==> src/rtl/exp_golomb_encoder_pipe_if.sv <==
// Symbol-in / codeword-out stream bundle for the exp-Golomb encoder.
// The master side produces symbols and consumes codewords; the slave side is the encoder.
interface exp_golomb_encoder_pipe_if #(
   parameter int VAL_WIDTH = 32,
   parameter int K_WIDTH   = 3,
   parameter int RICE_QMAX = 2
);
   localparam int CW_WIDTH  = VAL_WIDTH + 2;
   localparam int LEN_WIDTH = $clog2(2 * VAL_WIDTH + RICE_QMAX + 4);

   logic                 in_valid;
   logic                 in_ready;
   logic [VAL_WIDTH-1:0] in_val;
   logic [K_WIDTH-1:0]   in_k;
   logic                 in_hybrid;
   logic                 in_sign_en;
   logic                 in_sign;
   logic                 out_valid;
   logic                 out_ready;
   logic [CW_WIDTH-1:0]  out_codeword;
   logic [LEN_WIDTH-1:0] out_length;

   modport master (
      output in_valid, in_val, in_k, in_hybrid, in_sign_en, in_sign, out_ready,
      input  in_ready, out_valid, out_codeword, out_length
   );

   modport slave (
      input  in_valid, in_val, in_k, in_hybrid, in_sign_en, in_sign, out_ready,
      output in_ready, out_valid, out_codeword, out_length
   );
endinterface

==> src/rtl/exp_golomb_encoder_pipe.sv <==
// Three-stage exp-Golomb / hybrid Rice codeword generator with valid/ready
// backpressure and bubble collapsing. Codewords are right-aligned; the length
// tells the packer how many leading zeros are implied.
module exp_golomb_encoder_pipe #(
   parameter int VAL_WIDTH = 32,
   parameter int K_WIDTH   = 3,
   parameter int RICE_QMAX = 2
) (
   input logic                    clk,
   input logic                    reset_n,
   exp_golomb_encoder_pipe_if.slave bus
);
   localparam int CW_WIDTH  = VAL_WIDTH + 2;
   localparam int LEN_WIDTH = $clog2(2 * VAL_WIDTH + RICE_QMAX + 4);
   localparam int SW        = VAL_WIDTH + 1;

   // Stage load enables: a stage loads when it is empty or its successor loads.
   logic ld1, ld2, ld3;
   logic v1_reg, v2_reg, v3_reg;

   assign ld3          = !v3_reg || bus.out_ready;
   assign ld2          = !v2_reg || ld3;
   assign ld1          = !v1_reg || ld2;
   assign bus.in_ready = ld1;

   // ---------------- Stage 1: mode decision and s ----------------
   logic [VAL_WIDTH-1:0] r_c;
   logic                 rice_c;
   logic                 esc_c;
   logic [SW-1:0]        pow_k_c;
   logic [VAL_WIDTH-1:0] esc_off_c;
   logic [VAL_WIDTH-1:0] adj_c;
   logic [SW-1:0]        s_c;
   logic [LEN_WIDTH-1:0] rice_len_c;

   logic                 s1_rice_reg, s1_esc_reg, s1_sign_en_reg, s1_sign_reg;
   logic [SW-1:0]        s1_s_reg;
   logic [LEN_WIDTH-1:0] s1_rice_len_reg;
   logic [K_WIDTH-1:0]   s1_k_reg;

   // Decide Rice vs exp-Golomb, form s (or the Rice codeword) and the Rice length.
   always_comb begin
      r_c       = bus.in_val >> bus.in_k;
      rice_c    = bus.in_hybrid && (r_c <= VAL_WIDTH'(RICE_QMAX));
      esc_c     = bus.in_hybrid && !rice_c;
      pow_k_c   = SW'(1) << bus.in_k;
      // Only consumed on escape, where it cannot exceed in_val.
      esc_off_c = VAL_WIDTH'(RICE_QMAX + 1) << bus.in_k;
      adj_c     = esc_c ? (bus.in_val - esc_off_c) : bus.in_val;
      if (rice_c)
         s_c = pow_k_c | {1'b0, bus.in_val & (pow_k_c[VAL_WIDTH-1:0] - VAL_WIDTH'(1))};
      else
         s_c = {1'b0, adj_c} + pow_k_c;
      // r is at most RICE_QMAX whenever this length is used, so truncation is safe.
      rice_len_c = LEN_WIDTH'(r_c) + LEN_WIDTH'(bus.in_k) + LEN_WIDTH'(1);
   end

   // Stage 1 register: fills from the input whenever it can load.
   always_ff @(posedge clk or negedge reset_n) begin
      if (!reset_n) begin
         v1_reg          <= 1'b0;
         s1_rice_reg     <= 1'b0;
         s1_esc_reg      <= 1'b0;
         s1_sign_en_reg  <= 1'b0;
         s1_sign_reg     <= 1'b0;
         s1_s_reg        <= '0;
         s1_rice_len_reg <= '0;
         s1_k_reg        <= '0;
      end else if (ld1) begin
         v1_reg <= bus.in_valid;
         if (bus.in_valid) begin
            s1_rice_reg     <= rice_c;
            s1_esc_reg      <= esc_c;
            s1_sign_en_reg  <= bus.in_sign_en;
            s1_sign_reg     <= bus.in_sign;
            s1_s_reg        <= s_c;
            s1_rice_len_reg <= rice_len_c;
            s1_k_reg        <= bus.in_k;
         end
      end
   end

   // ---------------- Stage 2: leading-one detect ----------------
   logic [LEN_WIDTH-1:0] n_c;

   logic                 s2_rice_reg, s2_esc_reg, s2_sign_en_reg, s2_sign_reg;
   logic [SW-1:0]        s2_s_reg;
   logic [LEN_WIDTH-1:0] s2_rice_len_reg;
   logic [K_WIDTH-1:0]   s2_k_reg;
   logic [LEN_WIDTH-1:0] s2_n_reg;

   // Position of the most significant set bit of s (floor(log2 s)).
   always_comb begin
      n_c = '0;
      for (int i = 0; i < SW; i++) begin
         if (s1_s_reg[i]) n_c = LEN_WIDTH'(i);
      end
   end

   // Stage 2 register: takes stage 1 contents and the detected exponent.
   always_ff @(posedge clk or negedge reset_n) begin
      if (!reset_n) begin
         v2_reg          <= 1'b0;
         s2_rice_reg     <= 1'b0;
         s2_esc_reg      <= 1'b0;
         s2_sign_en_reg  <= 1'b0;
         s2_sign_reg     <= 1'b0;
         s2_s_reg        <= '0;
         s2_rice_len_reg <= '0;
         s2_k_reg        <= '0;
         s2_n_reg        <= '0;
      end else if (ld2) begin
         v2_reg <= v1_reg;
         if (v1_reg) begin
            s2_rice_reg     <= s1_rice_reg;
            s2_esc_reg      <= s1_esc_reg;
            s2_sign_en_reg  <= s1_sign_en_reg;
            s2_sign_reg     <= s1_sign_reg;
            s2_s_reg        <= s1_s_reg;
            s2_rice_len_reg <= s1_rice_len_reg;
            s2_k_reg        <= s1_k_reg;
            s2_n_reg        <= n_c;
         end
      end
   end

   // ---------------- Stage 3: length and sign ----------------
   logic [LEN_WIDTH-1:0] eg_len_c;
   logic [LEN_WIDTH-1:0] base_len_c;
   logic [LEN_WIDTH-1:0] len_c;
   logic [CW_WIDTH-1:0]  cw_c;

   logic [CW_WIDTH-1:0]  cw_3_reg;
   logic [LEN_WIDTH-1:0] len_3_reg;

   // Exp-Golomb length 2(n-k)+k+1 = 2n-k+1; escape adds the Rice prefix; sign adds one bit.
   always_comb begin
      eg_len_c = (s2_n_reg << 1) - LEN_WIDTH'(s2_k_reg) + LEN_WIDTH'(1);
      if (s2_rice_reg)
         base_len_c = s2_rice_len_reg;
      else if (s2_esc_reg)
         base_len_c = eg_len_c + LEN_WIDTH'(RICE_QMAX + 1);
      else
         base_len_c = eg_len_c;
      if (s2_sign_en_reg) begin
         cw_c  = {s2_s_reg, s2_sign_reg};
         len_c = base_len_c + LEN_WIDTH'(1);
      end else begin
         cw_c  = {1'b0, s2_s_reg};
         len_c = base_len_c;
      end
   end

   // Output register: holds codeword/length stable while the packer stalls.
   always_ff @(posedge clk or negedge reset_n) begin
      if (!reset_n) begin
         v3_reg    <= 1'b0;
         cw_3_reg  <= '0;
         len_3_reg <= '0;
      end else if (ld3) begin
         v3_reg <= v2_reg;
         if (v2_reg) begin
            cw_3_reg  <= cw_c;
            len_3_reg <= len_c;
         end
      end
   end

   assign bus.out_valid    = v3_reg;
   assign bus.out_codeword = cw_3_reg;
   assign bus.out_length   = len_3_reg;
endmodule

==> src/flat_wrapper.sv <==
// flat-port wrapper written by rule: the top's interface ports become plain ports
module exp_golomb_encoder_pipe_flat 
#(
   parameter int VAL_WIDTH = 32,
   parameter int K_WIDTH   = 3,
   parameter int RICE_QMAX = 2
)
  (clk, reset_n, bus_in_valid, bus_in_val, bus_in_k, bus_in_hybrid, bus_in_sign_en, bus_in_sign, bus_out_ready, bus_in_ready, bus_out_valid, bus_out_codeword, bus_out_length);
  exp_golomb_encoder_pipe_if #(.VAL_WIDTH(VAL_WIDTH), .K_WIDTH(K_WIDTH), .RICE_QMAX(RICE_QMAX)) bus_i ();
  input logic clk;
  input logic reset_n;
  input wire logic [$bits(bus_i.in_valid)-1:0] bus_in_valid;
  input wire logic [$bits(bus_i.in_val)-1:0] bus_in_val;
  input wire logic [$bits(bus_i.in_k)-1:0] bus_in_k;
  input wire logic [$bits(bus_i.in_hybrid)-1:0] bus_in_hybrid;
  input wire logic [$bits(bus_i.in_sign_en)-1:0] bus_in_sign_en;
  input wire logic [$bits(bus_i.in_sign)-1:0] bus_in_sign;
  input wire logic [$bits(bus_i.out_ready)-1:0] bus_out_ready;
  output wire logic [$bits(bus_i.in_ready)-1:0] bus_in_ready;
  output wire logic [$bits(bus_i.out_valid)-1:0] bus_out_valid;
  output wire logic [$bits(bus_i.out_codeword)-1:0] bus_out_codeword;
  output wire logic [$bits(bus_i.out_length)-1:0] bus_out_length;
  assign bus_i.in_valid = bus_in_valid;
  assign bus_i.in_val = bus_in_val;
  assign bus_i.in_k = bus_in_k;
  assign bus_i.in_hybrid = bus_in_hybrid;
  assign bus_i.in_sign_en = bus_in_sign_en;
  assign bus_i.in_sign = bus_in_sign;
  assign bus_i.out_ready = bus_out_ready;
  assign bus_in_ready = bus_i.in_ready;
  assign bus_out_valid = bus_i.out_valid;
  assign bus_out_codeword = bus_i.out_codeword;
  assign bus_out_length = bus_i.out_length;
  exp_golomb_encoder_pipe #(.VAL_WIDTH(VAL_WIDTH), .K_WIDTH(K_WIDTH), .RICE_QMAX(RICE_QMAX)) u_core (.clk(clk), .reset_n(reset_n), .bus(bus_i));
endmodule
==> config.mk <==
export PLATFORM = sky130hd
export DESIGN_NAME = exp_golomb_encoder_pipe_flat
export DESIGN_NICKNAME = d
export VERILOG_FILES = /design/src/rtl/exp_golomb_encoder_pipe_if.sv /design/src/rtl/exp_golomb_encoder_pipe.sv /design/src/flat_wrapper.sv
export SDC_FILE = /design/constraint.sdc
export NUM_CORES = 1
export LEC_CHECK = 0
export CAP_MARGIN = 20
export CELL_PAD_IN_SITES_DETAIL_PLACEMENT = 0
export CELL_PAD_IN_SITES_GLOBAL_PLACEMENT = 1
export CORE_MARGIN = 2
export CORE_UTILIZATION = 41
export DETAILED_ROUTE_END_ITERATION = 6
export PLACE_DENSITY_LB_ADDON = 0.1
export SETUP_SLACK_MARGIN = 0.5
export SLEW_MARGIN = 20
export SYNTH_ARGS = -nofsm -noshare
export SYNTH_HDL_FRONTEND = slang
export SYNTH_SLANG_ARGS = --single-unit
==> constraint.sdc <==
create_clock -name clk -period 2.47 [get_ports clk]
set_input_delay 0.741 -clock clk [delete_from_list [all_inputs] [get_ports clk]]
set_output_delay 0.741 -clock clk [all_outputs]
set_load 0.05 [all_outputs]
After elaboration in Yosys (flattened, before gate mapping):

Index checks and enable logic that the tools add are counted.

* bits in latches: 0
* bits of input ports: 42
* memories kept: 0
* output and inout port bits: 43
* memory bits (writable): 0
* memory bits (read-only): 0
* register bits after elaboration: 144

* shift-type cells: 3
* bitwise operators: 2
* mux-type cells: 38
* div/mod/pow operators: 0
* $mul: 0
* reduce and logical (&&, ||, !) cells: 12
* equal/unequal tests: 0
* add/subtract/negate cells: 9
* order comparisons: 1

Operator list (number)
* 5-bit two-way mux: 16
* 34-bit two-way mux: 1
* 32-bit by 33-bit adder with 33-bit output: 1
* 33-bit two-way mux: 1
* 33-bit by 32-bit OR with 33-bit output: 1
* 1-bit by 3-bit left shift with 33-bit output (first input constant): 1
* 32-bit AND: 1
* 32-bit by 2-bit less-or-equal comparator with 1-bit output (second input constant): 1
* 32-bit two-way mux: 1
* 4-bit two-way mux: 8
* 2-bit by 3-bit left shift with 32-bit output (first input constant): 1
* 32-bit by 3-bit right shift with 32-bit output: 1
* 32-bit by 1-bit subtractor with 32-bit output (second input constant): 1
* 32-bit subtractor: 1
* 7-bit by 1-bit adder with 7-bit output (second input constant): 3
* 7-bit two-way mux: 3
* 3-bit two-way mux: 4
* 7-bit by 2-bit adder with 7-bit output (second input constant): 1
* 7-bit by 3-bit adder with 7-bit output: 1
* 7-bit by 3-bit subtractor with 7-bit output: 1
* 6-bit two-way mux: 1
* 2-bit AND reduction: 3
* 1-bit logical NOT: 4
* 2-bit two-way mux: 2
* 3 further kinds: 6

Depth between registers and ports, before layout:

Gate-level depths: netlist (run 1).

* word-level depth: 32
* mapped depth: 24
* depth with buffers taken out: 21

Worst setup path before layout (run 1):

No wires, ideal clock.

* path kind: input to register
* start point: input bus_in_k[1]
* end point: register u_core.s1_s_reg[26]
* buffers on the path: 3
* required time: 2344 ps
* arrival: 4979 ps
* library setup time: 126 ps
* stages on the path: 21
* path slack: -2635 ps
* path through: buf_2 -> buf_2 -> buf_2 -> inv_1 -> ha_1 -> nand2_1 -> ha_1 -> o21a_1 -> o31a_1 -> or2_2 -> a21oi_1 -> xnor2_1 -> mux2_2 -> ha_1 -> a21o_1 -> a21o_1 -> a21o_1 -> nand2_1 -> nand4b_1 -> or2_2 -> a221o_1

* word-level cells in the longest chain between the ends: 8
* elaborated cells on any way between the ends: 14
* classes of those cells: add/sub: 3; order compare: 1; shift: 3; mux: 2; bitwise: 2; reduce/logical: 3

Ends and longest elaborated chain
* from (decl): RTL line flat_wrapper.sv:14 `input wire logic [$bits(bus_i.in_k)-1:0] bus_in_k;`
* 32-bit by 3-bit right shift with 32-bit output: RTL line exp_golomb_encoder_pipe.sv:43 `r_c = bus.in_val >> bus.in_k;`
* 32-bit by 2-bit less-or-equal comparator with 1-bit output: RTL line exp_golomb_encoder_pipe.sv:44 `rice_c = bus.in_hybrid && (r_c <= VAL_WIDTH'(RICE_QMAX));`
* 1-bit logical AND: RTL line exp_golomb_encoder_pipe.sv:44
* 1-bit logical NOT: RTL line exp_golomb_encoder_pipe.sv:45 `esc_c = bus.in_hybrid && !rice_c;`
* 1-bit logical AND: RTL line exp_golomb_encoder_pipe.sv:45
* 32-bit two-way mux: RTL line exp_golomb_encoder_pipe.sv:49 `adj_c = esc_c ? (bus.in_val - esc_off_c) : bus.in_val;`
* 32-bit by 33-bit adder with 33-bit output: RTL line exp_golomb_encoder_pipe.sv:53 `s_c = {1'b0, adj_c} + pow_k_c;`
* 33-bit two-way mux *: RTL line exp_golomb_encoder_pipe.sv:50 `if (rice_c)`
* to (signal assigned): RTL line exp_golomb_encoder_pipe.sv:66 `s1_s_reg <= '0;`
* to (signal assigned): RTL line exp_golomb_encoder_pipe.sv:76 `s1_s_reg <= s_c;`
* to (decl): RTL line exp_golomb_encoder_pipe.sv:37 `logic [SW-1:0] s1_s_reg;`

Mark *: on every way between the ends. The rest lies on a longest branch, timed or not.
A chain may end at the register's enable or synchronous reset.

Final worst setup path (run 1):

* start point: input bus_in_k[1]
* end point: register u_core.s1_s_reg[8]

Same word-level chain as after synthesis.

==> flow_summary.ini, run 1 <==
[run_status]
status = finished, violations left
violations = negative setup slack

[floorplan]
rows = 55
fp.dieH_um = 156
die_w_um = 156
core_sq_um = 22600
initial_core_util_pct = 41.8
die-area_sq_um = 24300
num_io_pins = 85

[route]
via_per_inst = 5.16
final_antenna_net_count = 0
num_vias = 8761
drt-pass1-iter-count = 4
drc = 0
avgRoutedWirePerCell_um = 15.4
drt_iter0_drc = 400
wirelength_mm = 26.2

[yosys]
synth-edff-count = 0
yosysMostFrequentCell = nand2_1
async_flop_share_pct = 100
synth.largest_area_cell = dfrtp_1
ys.flop_type = dfrtp_1
syn-instance-count = 1062
syn_area_sq_um = 9470
syn-num-nets = 1143
synth.avg_cell_area_sq_um = 8.92
synth_seq_cells = 143
yosysSeqAreaShare_pct = 37.8
ys_warn_count = 0
synth_cell_types = 71
netlist_top_cells_area = dfrtp_1 38%, nand2_1 6.7%, mux2_2 6.2%, o21ai_0 5.9%, mux2i_1 4.9%
synth_top_cell_area_share_pct = 37.8
synthTopCellsByCount = 168 x nand2_1, 143 x dfrtp_1, 112 x o21ai_0

[finish]
multi_input_area_sq_um = 6530
num_antenna_cells = 0
area_growth_syn_to_layout_pct = 53.5
fin_area_sq_um = 14500
regArea_sq_um = 3580
largest_reg_flops = 34
final_nets = 1481
fillers = 1930
drive_gt1_share_pct = 42.9

[sta]
drv_slew = 0
setup_ws_ns = -1.90
grt_setup_unrepaired = yes
fin_crit_ns = 4.37
period_share_pct = 177
finalHoldViolCount = 0
slew_headroom_pct = 59.9
max_freq_mhz = 229
clock_skew_ns = 0.0136
finalSetupViolations = 42
worst_slew_pin_slew_ns = 0.594
holdWs_ns = 0.181

[global_route]
grt_max_degree = 83
grt_pass1_vias = 8629
antenna_found_initial = 0
grt_use_met2_pct = 36.4
grt-ovfl-total = 0
use_met3_pct = 2.17
busiest_layer = met2
grt_use_met1_pct = 30.4
grt_pass1_wl_mm = 42.8
track_usage_pct = 21.8

[critical_path]
critPathCaptureType = flip-flop
critPathRequiredTime_ns = 2.81
cp_max_fo = 4
start_kind = primary input
setup.worst_path.class = primary input to flip-flop
rr_worst_depth = 11
rrSetupSlack_ns = -0.24
critPathArrivalTime_ns = 4.71

[worst_hold_path]
hp-class = primary input to asynchronous set/reset pin

[pwr]
finalPower_mw = 11.3
peakVddDrop_uv = 537
p_per_area_nw_per_um2 = 774
leakagePower_nw = 6.46

[clocking]
htree_levels = 4
numCtsBuffers = 17
cts.root.buffer_cell = clkbuf_16
cts_max_path_buffers = 2
clk_latency_ns = 0.42
tritoncts = yes
clock-sinks = 143
hold_buffers = 0
cts.clk_slew.worst_paths_ns = 0.07

[job]
maxCapViolCount = 0

[place]
dp_hpwl_mm = 19.4
port_buffers = 84
placed_area_sq_um = 12400
place_congestion = 0.878
==> stage by stage <==
| stage | setup TNS [ns] | setup slack (ns) | util, % | cells |
|---|---|---|---|---|
| finish | -54.33 | -1.90 | 64.2 | 1698 |
| global placement | -86.49 | -2.72 | 54.9 | 1593 |
| CTS | -54.65 | -1.93 | 61.9 | 1679 |
| global route | -60.38 | -2.07 | 64.2 | 1698 |
| floorplan | -55.37 | -2.12 | - | 1062 |
| detailed placement | -89.10 | -2.80 | 54.9 | 1593 |
==> path summary, 6_finish.rpt <==
check | to | from
min | u_core.bus.out_codeword[0]$_DFFE_PN0P_ | reset_n
max | u_core.s1_s_reg[8]$_DFFE_PN0P_ | bus_in_k[1]
min reg2reg | u_core.bus.out_codeword[14]$_DFFE_PN0P_ | u_core.bus.out_codeword[14]$_DFFE_PN0P_
min in group clk | u_core.bus.out_codeword[14]$_DFFE_PN0P_ | u_core.bus.out_codeword[14]$_DFFE_PN0P_
max reg2reg | u_core.bus.out_length[6]$_DFFE_PN0P_ | u_core.s2_n_reg[1]$_DFFE_PN0P_
max in group asynchronous | u_core.s2_s_reg[24]$_DFFE_PN0P_ | reset_n
==> cell families after synthesis <==
logic type	count (synthesis)	synth area share [%]
simple gates	384	19.5
buf+inv	84	3.53
mux	101	11.8
xor+xnor	65	6.01
flops	143	37.8
compound gates	246	15.9
fa+ha+maj	39	5.47
==> power breakdown <==
part	switching, mW	internal [mW]
logic	2.81	2.42
registers	0.497	2.98
clock network	1.11	1.44
total	4.41	6.84
==> metal layers <==
layer,part of all wire (%),up-vias
li1,-,4467
met3,2.0,29
met5,0,-
met2,47,117
met1,49,4148
met4,1.6,0
==> layout by cell type (no fill, tap or decap), types with 14 or more instances in the layout <==
master,netlist,routed
buf_4,0,239
xor2_1,22,20
nand2_1,168,156
dfrtp_1,143,141
nand3_1,17,14
clkbuf_16,0,17
a21oi_1,34,20
buf_6,2,41
nor2_1,64,53
inv_1,26,18
o21ai_0,112,64
mux2i_1,46,42
xnor2_1,43,32
clkdlybuf4s15_2,0,44
ha_1,35,19
mux2_2,52,46
nor3_1,23,15
o21ai_1,2,39
==> timing repair <==
action | CTS | global route
pin swaps | 101 | 96
cloned | 1 | 0
gates resized for setup | 315 | 115
setup buffers | 53 | 19
setup endpoints to repair | 92 | 51
==> critical path, cell delays in order <==
cell and delay [ns]:
buf_12 0.11, buf_16 0.13, buf_12 0.12, mux2_4 0.30
mux2i_4 0.16, nor2_2 0.05, o41a_1 0.46, nor2_2 0.19
nor2b_4 0.08, nand2_1 0.07, o21ai_2 0.05, ha_2 0.19
fa_2 0.35, a21oi_2 0.12, o21bai_1 0.10, a21o_1 0.17
a21o_1 0.16, a21o_1 0.15, a21o_1 0.20, buf_4 0.15
buf_6 0.10, buf_6 0.11, xnor2_2 0.12, nor2_1 0.15
a21oi_2 0.05, o21ai_1 0.12
==> layout make-up <==
type	count	area share, %
flip-flops and latches	143	24.6
repair buffers	376	23.2
multi-input cells	835	44.9
well taps	285	2.45
clock inverters	15	1.14
inverters	27	0.732
clock buffers	17	2.93
Note: power is estimated with default switching activity, not from simulation.
==> run 2, diff against run 1 <==
--- a/config.mk
+++ b/config.mk
@@ -11,6 +11,8 @@
 export CORE_MARGIN = 2
 export CORE_UTILIZATION = 41
 export DETAILED_ROUTE_END_ITERATION = 6
+export GPL_ROUTABILITY_DRIVEN = 0
+export HOLD_SLACK_MARGIN = 0.02
 export PLACE_DENSITY_LB_ADDON = 0.1
 export SETUP_SLACK_MARGIN = 0.5
 export SLEW_MARGIN = 20
==> flow_summary.ini, run 2 (synthesis results as in run 1) <==
[floorplan]
fp.dieH_um = 156
num_io_pins = 85
die_w_um = 156
die-area_sq_um = 24300
core_sq_um = 22600
initial_core_util_pct = 41.8
rows = 55

[finish]
largest_reg_flops = 34
num_antenna_cells = 0
stdcell_count = 1690
final_common_cell = buf_4
final_nets = 1473
drive_gt1_share_pct = 41.8
area_growth_syn_to_layout_pct = 52.9
mostFrequentLayoutCells = 225 x buf_4, 155 x nand2_1, 140 x dfrtp_1
fin_area_sq_um = 14500
postLayoutCoreUtil_pct = 63.9

[route]
avgRoutedWirePerCell_um = 15.2
drt-pass1-iter-count = 5
drc = 0
num_vias = 8685
drt_iter0_drc = 319
final_antenna_net_count = 0
wirelength_mm = 25.6
via_per_inst = 5.14

[sta]
finalSetupViolations = 45
setup_ws_ns = -1.84
grt_setup_unrepaired = yes
finalHoldViolCount = 0
worst_slew_pin_slew_ns = 0.582
clock_skew_ns = 0.0109
fin_crit_ns = 4.31
max_freq_mhz = 232
drv_slew = 0
period_share_pct = 175
slew_headroom_pct = 60.8

[critical_path]
critPathArrivalTime_ns = 4.67
critPathRequiredTime_ns = 2.83
r2r_end = u_core.bus.out_length[6]$_DFFE_PN0P_
crit_end = u_core.s1_s_reg[28]$_DFFE_PN0P_
start_kind = primary input
cp_max_fo = 4
rrSetupSlack_ns = -0.27
rr_worst_depth = 11
critPathCaptureType = flip-flop
setup.worst_path.class = primary input to flip-flop
crit_start = bus_in_k[1]
r2r-start = u_core.s2_n_reg[1]$_DFFE_PN0P_

[clocking]
cts.clk_slew.worst_paths_ns = 0.07
cts_max_path_buffers = 2
clk_latency_ns = 0.42
numCtsBuffers = 17
cts.root.buffer_cell = clkbuf_16
tritoncts = yes
clock-sinks = 143
htree_levels = 4

[run_status]
status = finished, violations left
violations = negative setup slack

[place]
dp_hpwl_mm = 19.6
placed_area_sq_um = 12500
place_ws_ns = -2.74
dp.cells = 1595
port_buffers = 84

[global_route]
antenna_found_initial = 0
grt_pass1_vias = 8692
grt_pass1_wl_mm = 43.2
grt_max_degree = 76
grt-ovfl-total = 0
track_usage_pct = 22.0

[worst_hold_path]
hp-class = primary input to asynchronous set/reset pin

[job]
maxCapViolCount = 0

[pwr]
peakVddDrop_uv = 563
p_per_area_nw_per_um2 = 791
leakagePower_nw = 6.43
run 2: metrics by stage:
step	TNS, ns	total power [mW]	hold slack, ns
detailed placement	-90.27	8.02	0.465
global route	-65.65	12.2	0.336
CTS	-57.58	11.0	0.320
global placement	-88.16	7.93	0.458
floorplan	-55.37	6.31	0.442
finish	-58.39	11.5	0.312
run 2: worst min-delay path by stage:
stage                                       from  depth (start not counted)                                     end  slack, ns
2_1_floorplan  u_core.s1_sign_en_reg$_DFFE_PN0P_                          2       u_core.s1_sign_en_reg$_DFFE_PN0P_       0.44
3_3_place_gp      u_core.s1_sign_reg$_DFFE_PN0P_                          2          u_core.s1_sign_reg$_DFFE_PN0P_       0.46
3_5_place_dp      u_core.s1_rice_reg$_DFFE_PN0P_                          2          u_core.s1_rice_reg$_DFFE_PN0P_       0.47
4_1_cts                                  reset_n                          2  u_core.bus.out_codeword[7]$_DFFE_PN0P_       0.32
5_1_grt                                  reset_n                          2  u_core.bus.out_codeword[7]$_DFFE_PN0P_       0.34
6_report                                 reset_n                          2  u_core.bus.out_codeword[7]$_DFFE_PN0P_       0.31
run 2: power breakdown:
group          switching, mW  leakage [nW]  internal [mW]
Combinational           2.80          4.39           2.47
Sequential             0.501          1.74           2.98
Clock                   1.03         0.304           1.67
Total                   4.33          6.43           7.12
run 2: area by class of cell:
cell class | count | area (sq um)
Tap cell | 285 | 357
Sequential cell | 143 | 3580
Multi-Input combinational cell | 835 | 6440
Timing Repair Buffer | 368 | 3360
Fill cell | 1929 | 8160
Clock inverter | 13 | 176
Clock buffer | 19 | 453
Inverter | 27 | 109
run 2: what timing repair did:
action | 4_1_cts | 5_1_grt
setup buffers | 43 | 19
setup endpoints to repair | 95 | 52
pin swaps | 75 | 72
hold buffers | 0 | 0
gates resized for setup | 318 | 78
cloned | 1 | 0
run 2: metal layers:
metal | wire length (um) | GRT usage, % | share of wire (%)
met3 | 505 | 2.28 | 2.0
met5 | 0 | 0 | 0
met2 | 12200 | 37.0 | 48
met4 | 293 | 5.50 | 1.1
met1 | 12600 | 30.5 | 49
run 2: critical path, cell delays in order:
cell	delay, ns
buf_8	0.11
buf_16	0.12
buf_12	0.12
mux2_4	0.29
mux2i_2	0.18
nor2_1	0.08
o41a_1	0.45
nor2_2	0.19
nor2b_4	0.08
buf_4	0.16
nand2_1	0.05
nand2_1	0.08
ha_4	0.28
inv_1	0.04
o21bai_1	0.17
a21o_1	0.14
a21o_1	0.12
a21o_1	0.11
a21o_1	0.17
nand2_2	0.08
nand4b_1	0.24
buf_4	0.18
or4_1	0.40
nand3_1	0.08
